===== src/rtl/seq_divider.sv =====
// Multi-cycle unsigned restoring divider: one quotient bit per clock, start/done handshake.
// Results are registered on entry to DONE and held until the next result.
module seq_divider #(
    parameter int WIDTH = 8
) (
    input  logic             clk,
    input  logic             rst,
    input  logic             start,
    input  logic [WIDTH-1:0] dividend,
    input  logic [WIDTH-1:0] divisor,
    output logic             busy,
    output logic             done,
    output logic [WIDTH-1:0] quotient,
    output logic [WIDTH-1:0] remainder,
    output logic             div_by_zero
);

    localparam int CW = $clog2(WIDTH + 1);

    typedef enum logic [1:0] {
        IDLE,
        RUN,
        DONE
    } state_t;

    state_t           state_q, state_d;
    logic [CW-1:0]    cnt_q, cnt_d;
    logic [WIDTH-1:0] q_work_q, q_work_d;
    logic [WIDTH-1:0] d_work_q, d_work_d;
    logic [WIDTH:0]   r_work_q, r_work_d;
    logic [WIDTH-1:0] quot_q, quot_d;
    logic [WIDTH-1:0] rem_q, rem_d;
    logic             dbz_q, dbz_d;

    logic [WIDTH:0]   r_shift;
    logic [WIDTH:0]   r_trial;
    logic [WIDTH-1:0] q_shift;

    // Partial remainder always stays below the divisor, so its top bit is free
    // to absorb the shift and act as the trial-subtraction sign.
    always_comb begin
        r_shift = {r_work_q[WIDTH-1:0], q_work_q[WIDTH-1]};
        q_shift = {q_work_q[WIDTH-2:0], 1'b0};
        r_trial = r_shift - {1'b0, d_work_q};
    end

    always_comb begin
        state_d  = state_q;
        cnt_d    = cnt_q;
        q_work_d = q_work_q;
        d_work_d = d_work_q;
        r_work_d = r_work_q;
        quot_d   = quot_q;
        rem_d    = rem_q;
        dbz_d    = dbz_q;

        case (state_q)
            IDLE: begin
                if (start) begin
                    q_work_d = dividend;
                    d_work_d = divisor;
                    r_work_d = '0;
                    if (divisor != '0) begin
                        cnt_d   = CW'(WIDTH);
                        state_d = RUN;
                    end else begin
                        cnt_d   = '0;
                        quot_d  = '1;
                        rem_d   = dividend;
                        dbz_d   = 1'b1;
                        state_d = DONE;
                    end
                end
            end
            RUN: begin
                if (!r_trial[WIDTH]) begin
                    r_work_d = r_trial;
                    q_work_d = q_shift | WIDTH'(1);
                end else begin
                    r_work_d = r_shift;
                    q_work_d = q_shift;
                end
                cnt_d = cnt_q - CW'(1);
                if (cnt_q == CW'(1)) begin
                    quot_d  = q_work_d;
                    rem_d   = r_work_d[WIDTH-1:0];
                    dbz_d   = 1'b0;
                    state_d = DONE;
                end
            end
            DONE: begin
                state_d = IDLE;
            end
            default: begin
                state_d = IDLE;
            end
        endcase
    end

    always_ff @(posedge clk) begin
        if (rst) begin
            state_q  <= IDLE;
            cnt_q    <= '0;
            q_work_q <= '0;
            d_work_q <= '0;
            r_work_q <= '0;
            quot_q   <= '0;
            rem_q    <= '0;
            dbz_q    <= 1'b0;
        end else begin
            state_q  <= state_d;
            cnt_q    <= cnt_d;
            q_work_q <= q_work_d;
            d_work_q <= d_work_d;
            r_work_q <= r_work_d;
            quot_q   <= quot_d;
            rem_q    <= rem_d;
            dbz_q    <= dbz_d;
        end
    end

    assign busy        = (state_q != IDLE);
    assign done        = (state_q == DONE);
    assign quotient    = quot_q;
    assign remainder   = rem_q;
    assign div_by_zero = dbz_q;

endmodule


===== config.mk =====
export PLATFORM = sky130hd
export DESIGN_NAME = seq_divider
export DESIGN_NICKNAME = d
export VERILOG_FILES = /design/src/rtl/seq_divider.sv
export SDC_FILE = /design/constraint.sdc
export NUM_CORES = 1
export LEC_CHECK = 0
export BUFFER_PORTS_ARGS = -buffer_cell sky130_fd_sc_hd__buf_2
export CORE_AREA = 2 2 115 61
export DETAILED_ROUTE_END_ITERATION = 8
export DIE_AREA = 0 0 117 63
export PLACE_DENSITY = 0.58
export SLEW_MARGIN = 20
export SYNTH_ARGS = -nofsm -noshare
export SYNTH_HDL_FRONTEND = slang
export SYNTH_SLANG_ARGS = --single-unit

===== constraint.sdc =====
create_clock -name clk -period 3.02 [get_ports clk]
set_clock_uncertainty 0.2 [all_clocks]
set_input_delay 0.604 -clock clk [delete_from_list [all_inputs] [get_ports clk]]
set_output_delay 0.604 -clock clk [all_outputs]
set_load 0.01 [all_outputs]

## Word level (Yosys, flattened, before mapping)

Index checks and enable logic that the tools add are counted.

- Reduce and logical (&&, ||, !) cells: 8
- Multiplexer cells: 25
- Div/mod/pow operators: 0
- Shift-type cells: 0
- Bitwise operators: 0
- Multiply operators: 0
- Equality and inequality tests: 6
- $lt $le $gt $ge: 0
- Add/sub/neg operators: 2

Operators with widths:

| cell | count |
|---|---|
| 8-bit 2-to-1 mux | 9 |
| 8-bit one-hot mux with 2 select lines | 4 |
| 9-bit by 8-bit subtractor with 9-bit output | 1 |
| 4-bit 2-to-1 mux | 2 |
| 4-bit one-hot mux with 2 select lines | 1 |
| 8-bit nonzero test | 1 |
| 2-bit 2-to-1 mux | 3 |
| 2-bit != test, second input constant | 3 |
| 2-bit AND reduction | 3 |
| 4-bit by 1-bit == test with 1-bit output, second input constant | 1 |
| 1-bit 2-to-1 mux | 4 |
| 2-bit one-hot mux with 2 select lines | 1 |
| 4-bit AND reduction | 1 |
| 2-bit nonzero test | 2 |
| 4-bit by 1-bit subtractor with 4-bit output, second input constant | 1 |
| 2-bit by 1-bit == test with 1-bit output, second input constant | 1 |
| 2-bit == test, second input constant | 1 |
| 2-bit logical NOT | 1 |
| 1-bit one-hot mux with 2 select lines | 1 |

- Bits in latches: 0
- Output and inout bits: 19
- Logic and storage cells: 49
- Input bits: 19
- Memory bits (read-only): 0
- Flip-flop bits (word level): 47
- RAM bits: 0
- Memories: 0

## Depth between registers and ports, before layout

Gate-level depths: netlist of the first run.

- Depth in word-level cells: 4
- Depth in mapped cells: 10
- Gate-level depth less buffers: 9

## Worst setup path before layout of the first run

Ideal clock, no wire load.

- Path kind: register to register
- Start point: register q_work_q[7]
- End point: register rem_q[1], in the netlist remainder[1]
- Clock period less this slack: 2,520 ps
- Required time: 2,732 ps
- Setup slack: 500 ps
- Cell stages (with the launch flop): 11
- Arrival: 2,232 ps
- Buffers on the path: 1
- Setup time: 88 ps
- Path through: dfxtp_1 -> inv_1 -> ha_1 -> inv_1 -> fa_1 -> a211oi_2 -> o211a_1 -> o211a_1 -> buf_6 -> mux2_4 -> a311oi_2

- Word-level cells in the longest chain between the ends: 4

Ends and longest elaborated chain:

| item | line | text |
|---|---|---|
| from (decl) | 28 | `logic [WIDTH-1:0] q_work_q, q_work_d;` |
| from (signal assigned) | 113 | `q_work_q <= q_work_d;` |
| 9-bit by 8-bit subtractor with 9-bit output | 44 | `r_trial = r_shift - {1'b0, d_work_q};` |
| 8-bit 2-to-1 mux | 76 | `if (!r_trial[WIDTH]) begin` |
| 8-bit 2-to-1 mux | 84 | `if (cnt_q == CW'(1)) begin` |
| 8-bit one-hot mux with 2 select lines | 57 | `case (state_q)` |
| to (signal assigned) | 117 | `rem_q <= rem_d;` |
| to (decl) | 32 | `logic [WIDTH-1:0] rem_q, rem_d;` |

Every way passes these cells. The select of a mux whose other input is x is not followed.
A chain may end at the register's enable or synchronous reset.

## Worst setup path in the final report of the first run

Same ends and word-level chain as after synthesis.

==> impl_metrics.json, run 1 <==
{
  "total_power_divided_by_cell_area_nw_per_um2": 637.8,
  "synth_cell_types": 50,
  "number_of_flops_mapped_to_enable_cells_by_yosys": 0,
  "worstSetupPathType": "flip-flop to flip-flop",
  "finalCoreUtilization": 0.4515,
  "final_cells": 436,
  "drc": 0,
  "syn_avg_cell_area_um2": 8.060,
  "ant_nets": 0,
  "drt_iter0_markers": 124,
  "synthMostInstantiatedCell": "sky130_fd_sc_hd__dfxtp_1",
  "grt-ovfl-total": 0,
  "first_pass_iters": 4,
  "syn-instance-count": 310,
  "area_growth_syn_to_layout_pct": 16.32,
  "transition_at_the_pin_with_the_smallest_max_transition_slack_ns": 0.7547,
  "synth.ff_latch_count": 47,
  "max_freq_mhz": 354.3,
  "mean_routed_wirelength_per_cell_um": 14.85,
  "wl_um": 6476,
  "cap_violations": 0,
  "crit_family": "compound AO/OA/AOI/OAI gates",
  "critical-path-top-cell-by-count": "sky130_fd_sc_hd__inv_1",
  "setup_total_negative_slack_ns": 0,
  "postSynth.asyncResetShare": 0,
  "first_global_vias": 2123,
  "placement_rows": 21,
  "crit_path_max_fanout": 9,
  "synth.cells.most_frequent": "sky130_fd_sc_hd__dfxtp_1, sky130_fd_sc_hd__nand2_1, sky130_fd_sc_hd__nor2_1, sky130_fd_sc_hd__a21oi_1, sky130_fd_sc_hd__inv_1",
  "yosysWarnings": 0,
  "cp_cell_sequence": "inv_1 > ha_1 > inv_1 > fa_1 > a211oi_2 > o211a_1 > o211a_2 > mux2_4 > a311oi_2",
  "final_non_filler_cell_area_um2": 2907,
  "critical_path.slowest_cell": "sky130_fd_sc_hd__fa_1",
  "netlist.area_leader.share": 0.3766,
  "min_delay_path_class": "flip-flop to flip-flop",
  "dp.cells": 428,
  "pin_count_of_the_biggest_net_entering_global_routing": 36,
  "cts_inserted_buffers": 5,
  "outcome": "complete, no violations",
  "num_vias": 2277,
  "design.die.area_um2": 7371,
  "core-area_um2": 6437,
  "peakVddDrop_uv": 231.1,
  "dominantRegCellSynth": "sky130_fd_sc_hd__dfxtp_1",
  "dp_worst_setup_slack_ns": 0.2190,
  "clock-root-buffer": "sky130_fd_sc_hd__clkbuf_16",
  "globalplace.congestion": 0.9296,
  "final_period_minus_worst_setup_slack_ns": 2.822,
  "postLayoutSetupSlackWorst_ns": 0.1975,
  "worst_ep_arrival_time_ns": 2.82,
  "synthesis.area_um2": 2499,
  "timing_hold_violations_final": 0,
  "fraction_of_layout_instances_using_a_drive_strength_above_1": 0.1860,
  "num_io_pins": 38,
  "worstPathBufferInverterCount": 2,
  "clkSlewWorstSetupHoldPaths_ns": 0.06,
  "post-synth-top-area-cell": "sky130_fd_sc_hd__dfxtp_1",
  "worst-endpoint-required_ns": 3.02,
  "final_setup_violation_count": 0,
  "final_min_period_over_clock_period": 0.9346,
  "cts_num_sinks": 47,
  "placement.io_buffers": 37,
  "vias_per_cell": 5.222,
  "max-clock-path-buffers": 2,
  "rsz_0062_raised_after_global_routing": "false",
  "setup.worst_path.end_class": "flip-flop",
  "cts_max_level": 2,
  "placedInstanceArea_um2": 2765,
  "die_height_um": 63,
  "slew_violations": 0,
  "placed_wire_length_estimate_um": 4844,
  "cts_tree": "built",
  "gr-usage-all-layers": 0.1892,
  "clkLatencyLatePin_ns": 0.29,
  "wire_length_of_the_first_global_routing_pass_um": 10750,
  "antenna_found_initial": 0,
  "synth.area.top_cells": "sky130_fd_sc_hd__dfxtp_1, sky130_fd_sc_hd__nand2_1, sky130_fd_sc_hd__nor2_1",
  "critical-path-max-stage-delay_ns": 0.42,
  "critical_path_start_type": "flip-flop",
  "worst_slew_margin_rel": 0.4969,
  "chipWidth_um": 117,
  "initial_utilization": 0.3881,
  "antenna_cells_inserted": 0,
  "synth_nets": 340,
  "nNetsFinal": 373,
  "postCtsSetupRepairBufs": 0,
  "leakage_uw": 0.001198,
  "seq_total_area_yosys": 0.3766
}
-- metrics by stage --
stage | power (uW) | hold WS (ns)
after global routing | 1976 | 0.2859
after detailed placement | 1316 | 0.2482
after floorplan | 1179 | 0.2363
after CTS | 1863 | 0.2572
final | 1854 | 0.2570
after global placement | 1310 | 0.2450
-- where the power goes --
group	switching, uW	leakage (uW)	internal, uW
sequential	46.0	0.000385	679
clock	236	0.0000669	306
combinational	354	0.000746	233
-- worst reg2reg max path, stage by stage (launching register included) --
cell and delay, ns:
sky130_fd_sc_hd__dfxtp_1 0.33, sky130_fd_sc_hd__inv_1 0.06, sky130_fd_sc_hd__ha_1 0.17, sky130_fd_sc_hd__inv_1 0.07, sky130_fd_sc_hd__fa_1 0.42, sky130_fd_sc_hd__a211oi_2 0.34
sky130_fd_sc_hd__o211a_1 0.27, sky130_fd_sc_hd__o211a_2 0.33, sky130_fd_sc_hd__mux2_4 0.35, sky130_fd_sc_hd__a311oi_2 0.19
-- per-layer routing --
| metal | wire length, um | share of wire | global-route usage |
|---|---|---|---|
| met5 | 0 | 0 | 0 |
| met3 | 431 | 0.067 | 0.06111 |
| met1 | 3678 | 0.57 | 0.3047 |
| met4 | 40 | 0.0062 | 0.03676 |
| met2 | 2326 | 0.36 | 0.2370 |
-- what timing repair did --
action / 4_1_cts / 5_1_grt
setup endpoints to repair: 0 / 3
endpoints found under the hold margin: 0 / 0
hold buffers: 0 / 0
gates resized for setup: 0 / 1
-- area by class of cell --
type	instances	area (um2)
well taps	92	115.1
fillers	643	3531
clock buffers	6	128.9
multi-input cells	229	1408
flip-flops and latches	47	940.9
repair buffers	45	245.2
inverters	15	56.30
clock inverters	2	12.51
-- worst paths after layout --
kind                                          startpoint                   endpoint  slack (ns)  cells after the start
worst max-delay path            q_work_q[7]$_SDFFE_PP0P_  remainder[1]$_SDFFE_PP0P_        0.20                      9
worst min-delay path            d_work_q[1]$_SDFFE_PP0P_   d_work_q[1]$_SDFFE_PP0P_        0.26                      2
worst max register to register  q_work_q[7]$_SDFFE_PP0P_  remainder[1]$_SDFFE_PP0P_        0.20                      9
worst min register to register  d_work_q[1]$_SDFFE_PP0P_   d_work_q[1]$_SDFFE_PP0P_        0.26                      2
-- cells in the final DEF, fill, tap and decap left out, types with 2 or more instances in the layout --
cell | Yosys | final
sky130_fd_sc_hd__nand2b_1 | 4 | 4
sky130_fd_sc_hd__mux2i_1 | 2 | 2
sky130_fd_sc_hd__dfxtp_1 | 47 | 47
sky130_fd_sc_hd__o22ai_1 | 7 | 7
sky130_fd_sc_hd__buf_4 | 1 | 8
sky130_fd_sc_hd__a311oi_1 | 9 | 9
sky130_fd_sc_hd__o211a_1 | 3 | 2
sky130_fd_sc_hd__nand2_1 | 45 | 45
sky130_fd_sc_hd__a211oi_1 | 5 | 5
sky130_fd_sc_hd__and2_1 | 3 | 3
sky130_fd_sc_hd__o21ai_0 | 14 | 14
sky130_fd_sc_hd__nor3_1 | 4 | 4
sky130_fd_sc_hd__a41oi_1 | 2 | 2
sky130_fd_sc_hd__nor2_1 | 39 | 39
sky130_fd_sc_hd__nor4_1 | 2 | 2
sky130_fd_sc_hd__o211ai_1 | 5 | 5
sky130_fd_sc_hd__o21bai_1 | 2 | 2
sky130_fd_sc_hd__xnor2_1 | 2 | 2
sky130_fd_sc_hd__o211ai_2 | 2 | 2
sky130_fd_sc_hd__ha_1 | 10 | 10
sky130_fd_sc_hd__nor3b_1 | 2 | 2
sky130_fd_sc_hd__inv_1 | 15 | 15
sky130_fd_sc_hd__buf_2 | 3 | 37
sky130_fd_sc_hd__nor2b_1 | 5 | 5
sky130_fd_sc_hd__nand3_1 | 5 | 5
sky130_fd_sc_hd__o2111ai_1 | 2 | 2
sky130_fd_sc_hd__a311oi_2 | 2 | 2
sky130_fd_sc_hd__clkbuf_16 | 0 | 5
sky130_fd_sc_hd__a211o_1 | 3 | 3
sky130_fd_sc_hd__a31oi_1 | 3 | 3
sky130_fd_sc_hd__a21oi_1 | 29 | 29
-- cell families (layout without fill, tap and decap cells) --
kind of cell / after synthesis / after routing / share of synthesized area
simple gates: 116 / 116 / 0.2093
compound gates: 95 / 95 / 0.2669
flops: 47 / 47 / 0.3766
buf+inv: 34 / 68 / 0.06009
fa+ha+maj: 11 / 11 / 0.05809
mux: 4 / 4 / 0.01853
xor+xnor: 3 / 3 / 0.01052
-- registers in the layout, summed over array words and instances, names as in the netlist --
name / flops
div_by_zero: 1
remainder: 8
state_q: 2
quotient: 8
r_work_q: 8
d_work_q: 8
cnt_q: 4
q_work_q: 8
Power figures use the tool's default switching activity.
==> run 2: changes to the inputs <==
- REMOVE_ABC_BUFFERS: default -> 1
==> run 2 against run 1 <==
Net effect:
- cell count shrank 0.23%
- hold slack about the same
- clock-buffer cell count up 1
- non-clock buffer count shrank 1
- highest routed layer unchanged
==> impl_metrics.json, run 2 (synthesized netlist as in run 1, its figures left out) <==
{
  "outcome": "complete, no violations",
  "internal_power_uw": 1262,
  "mean_routed_wirelength_per_cell_um": 15.15,
  "first_global_vias": 2124,
  "ant_nets": 0,
  "antenna_found_initial": 0,
  "final_setup_violation_count": 0,
  "clock-root-buffer": "sky130_fd_sc_hd__clkbuf_16",
  "cts_tree": "built",
  "finalCoreUtilization": 0.4533,
  "wl_um": 6590,
  "gr-usage-all-layers": 0.1871,
  "num_vias": 2280,
  "netSwitchingFraction": 0.3369,
  "area_growth_syn_to_layout_pct": 16.78,
  "worstReg2RegEnd": "remainder[1]$_SDFFE_PP0P_",
  "sequentialPowerShare": 0.381,
  "cts_max_level": 2,
  "antenna_cells_inserted": 0,
  "critical-path-max-stage-delay_ns": 0.42,
  "pin_count_of_the_biggest_net_entering_global_routing": 41,
  "placement.io_buffers": 37,
  "setup_total_negative_slack_ns": 0,
  "initial_utilization": 0.3881,
  "final_cells": 435,
  "worstPathBufferInverterCount": 2,
  "timing_hold_violations_final": 0,
  "crit_path_max_fanout": 9,
  "grt-ovfl-total": 0,
  "worst-endpoint-required_ns": 3.02,
  "clkLatencyLatePin_ns": 0.29,
  "cts_num_sinks": 47,
  "cp_cell_sequence": "inv_1 > ha_1 > inv_1 > fa_1 > a211oi_2 > o211a_1 > o211a_2 > mux2_4 > a311oi_2",
  "nNetsFinal": 372,
  "most_frequent_cells_in_the_layout": "sky130_fd_sc_hd__dfxtp_1, sky130_fd_sc_hd__nand2_1, sky130_fd_sc_hd__nor2_1",
  "drt_iter0_markers": 181,
  "chipWidth_um": 117,
  "leakage_uw": 0.001202,
  "hold_path_startpoint": "d_work_q[2]$_SDFFE_PP0P_",
  "critical_path.slowest_cell": "sky130_fd_sc_hd__fa_1",
  "placement_rows": 21,
  "max_freq_mhz": 359.4,
  "regToRegSetupSlack_ns": 0.24,
  "slew_violations": 0,
  "max-clock-path-buffers": 2,
  "cts_hold_buffers": 0,
  "power.net_switching_uw": 641.3,
  "crit_family": "compound AO/OA/AOI/OAI gates",
  "min_delay_endpoint": "d_work_q[2]$_SDFFE_PP0P_",
  "dp.cells": 427,
  "vias_per_cell": 5.241,
  "whs_path_depth": 2,
  "worst_slew_margin_rel": 0.4760,
  "final_period_minus_worst_setup_slack_ns": 2.782,
  "clkSlewWorstSetupHoldPaths_ns": 0.07,
  "total_power_uw": 1903,
  "die_height_um": 63,
  "critical_path_start_type": "flip-flop",
  "design.die.area_um2": 7371,
  "drc": 0,
  "layout.cells.most_common": "sky130_fd_sc_hd__dfxtp_1",
  "wire_length_of_the_first_global_routing_pass_um": 10740,
  "clockPowerShare": 0.312,
  "critical-path-top-cell-by-count": "sky130_fd_sc_hd__inv_1",
  "placedInstanceArea_um2": 2758,
  "combPwrFrac": 0.307,
  "peakVddDrop_uv": 224.2,
  "transition_at_the_pin_with_the_smallest_max_transition_slack_ns": 0.7860,
  "final_non_filler_cell_area_um2": 2918,
  "critical_register_to_register_path_startpoint": "q_work_q[7]$_SDFFE_PP0P_",
  "placed_wire_length_estimate_um": 4917,
  "total_power_divided_by_cell_area_nw_per_um2": 652.3,
  "cap_violations": 0,
  "cts_inserted_buffers": 5,
  "worst_ep_arrival_time_ns": 2.78,
  "first_pass_iters": 5,
  "setup.worst_path.end_class": "flip-flop",
  "rsz_0062_raised_after_global_routing": "false",
  "worstSetupPathType": "flip-flop to flip-flop",
  "min_delay_path_class": "flip-flop to flip-flop",
  "fraction_of_layout_instances_using_a_drive_strength_above_1": 0.1866,
  "core-area_um2": 6437,
  "reg2regPathDepth": 9,
  "globalplace.congestion": 0.8128,
  "final_min_period_over_clock_period": 0.9213,
  "num_io_pins": 38
}
run 2: cell count changes in the layout (fill, tap and decap cells not counted), sizes merged:
cell | before | now
buf | 45 | 44
clkbuf | 6 | 7
clkinv | 1 | 0
run 2: area by class of cell:
class	instances	area, um2
Timing Repair Buffer	44	237.7
Tap cell	92	115.1
Clock inverter	1	7.507
Clock buffer	7	152.6
Sequential cell	47	940.9
Fill cell	658	3520
Inverter	15	56.30
Multi-Input combinational cell	229	1408
run 2: worst min-delay path: cells and delay by family, from the launching register on:
kind	cells	cell delay, ns
simple gates	1	0.05
flops	1	0.31
compound gates	1	0.05
run 2: repair_timing:
action,in CTS,in global routing
gates resized for setup,0,1
endpoints found under the setup margin,0,1
buffers inserted,0,0
run 2: worst max-delay path by stage:
stage	startpoint	end	slack (ns)	cells past startpoint
final	q_work_q[7]$_SDFFE_PP0P_	remainder[1]$_SDFFE_PP0P_	0.24	9
after global routing	q_work_q[7]$_SDFFE_PP0P_	remainder[1]$_SDFFE_PP0P_	0.07	9
after CTS	q_work_q[7]$_SDFFE_PP0P_	remainder[1]$_SDFFE_PP0P_	0.20	9
after detailed placement	q_work_q[7]$_SDFFE_PP0P_	remainder[1]$_SDFFE_PP0P_	0.23	9
after global placement	q_work_q[7]$_SDFFE_PP0P_	remainder[1]$_SDFFE_PP0P_	0.28	9
after floorplan	q_work_q[7]$_SDFFE_PP0P_	remainder[1]$_SDFFE_PP0P_	0.46	9
run 2: power groups by stage:
stage / Clock (uW) / Sequential, uW / Combinational [uW]
after floorplan: 0 / 736 / 402
after global placement: 0 / 737 / 567
after detailed placement: 0 / 739 / 577
after CTS: 603 / 725 / 579
after global routing: 636 / 734 / 651
final: 594 / 725 / 584
run 2: metrics by stage:
step	hold WS [ns]	worst slack, ns
3_5_place_dp	0.2518	0.2285
4_1_cts	0.2608	0.1996
2_1_floorplan	0.2303	0.4642
3_3_place_gp	0.2435	0.2830
6_report	0.2569	0.2377
5_1_grt	0.2972	0.06782
run 2: metal layers:
| layer | routed length, um | up-vias | GRT usage |
|---|---|---|---|
| li1 | - | 1167 | - |
| met1 | 3672 | 1046 | 0.3066 |
| met2 | 2403 | 64 | 0.2413 |
| met3 | 495 | 3 | 0.04850 |
| met4 | 19 | 0 | 0.02794 |
| met5 | 0 | - | 0 |
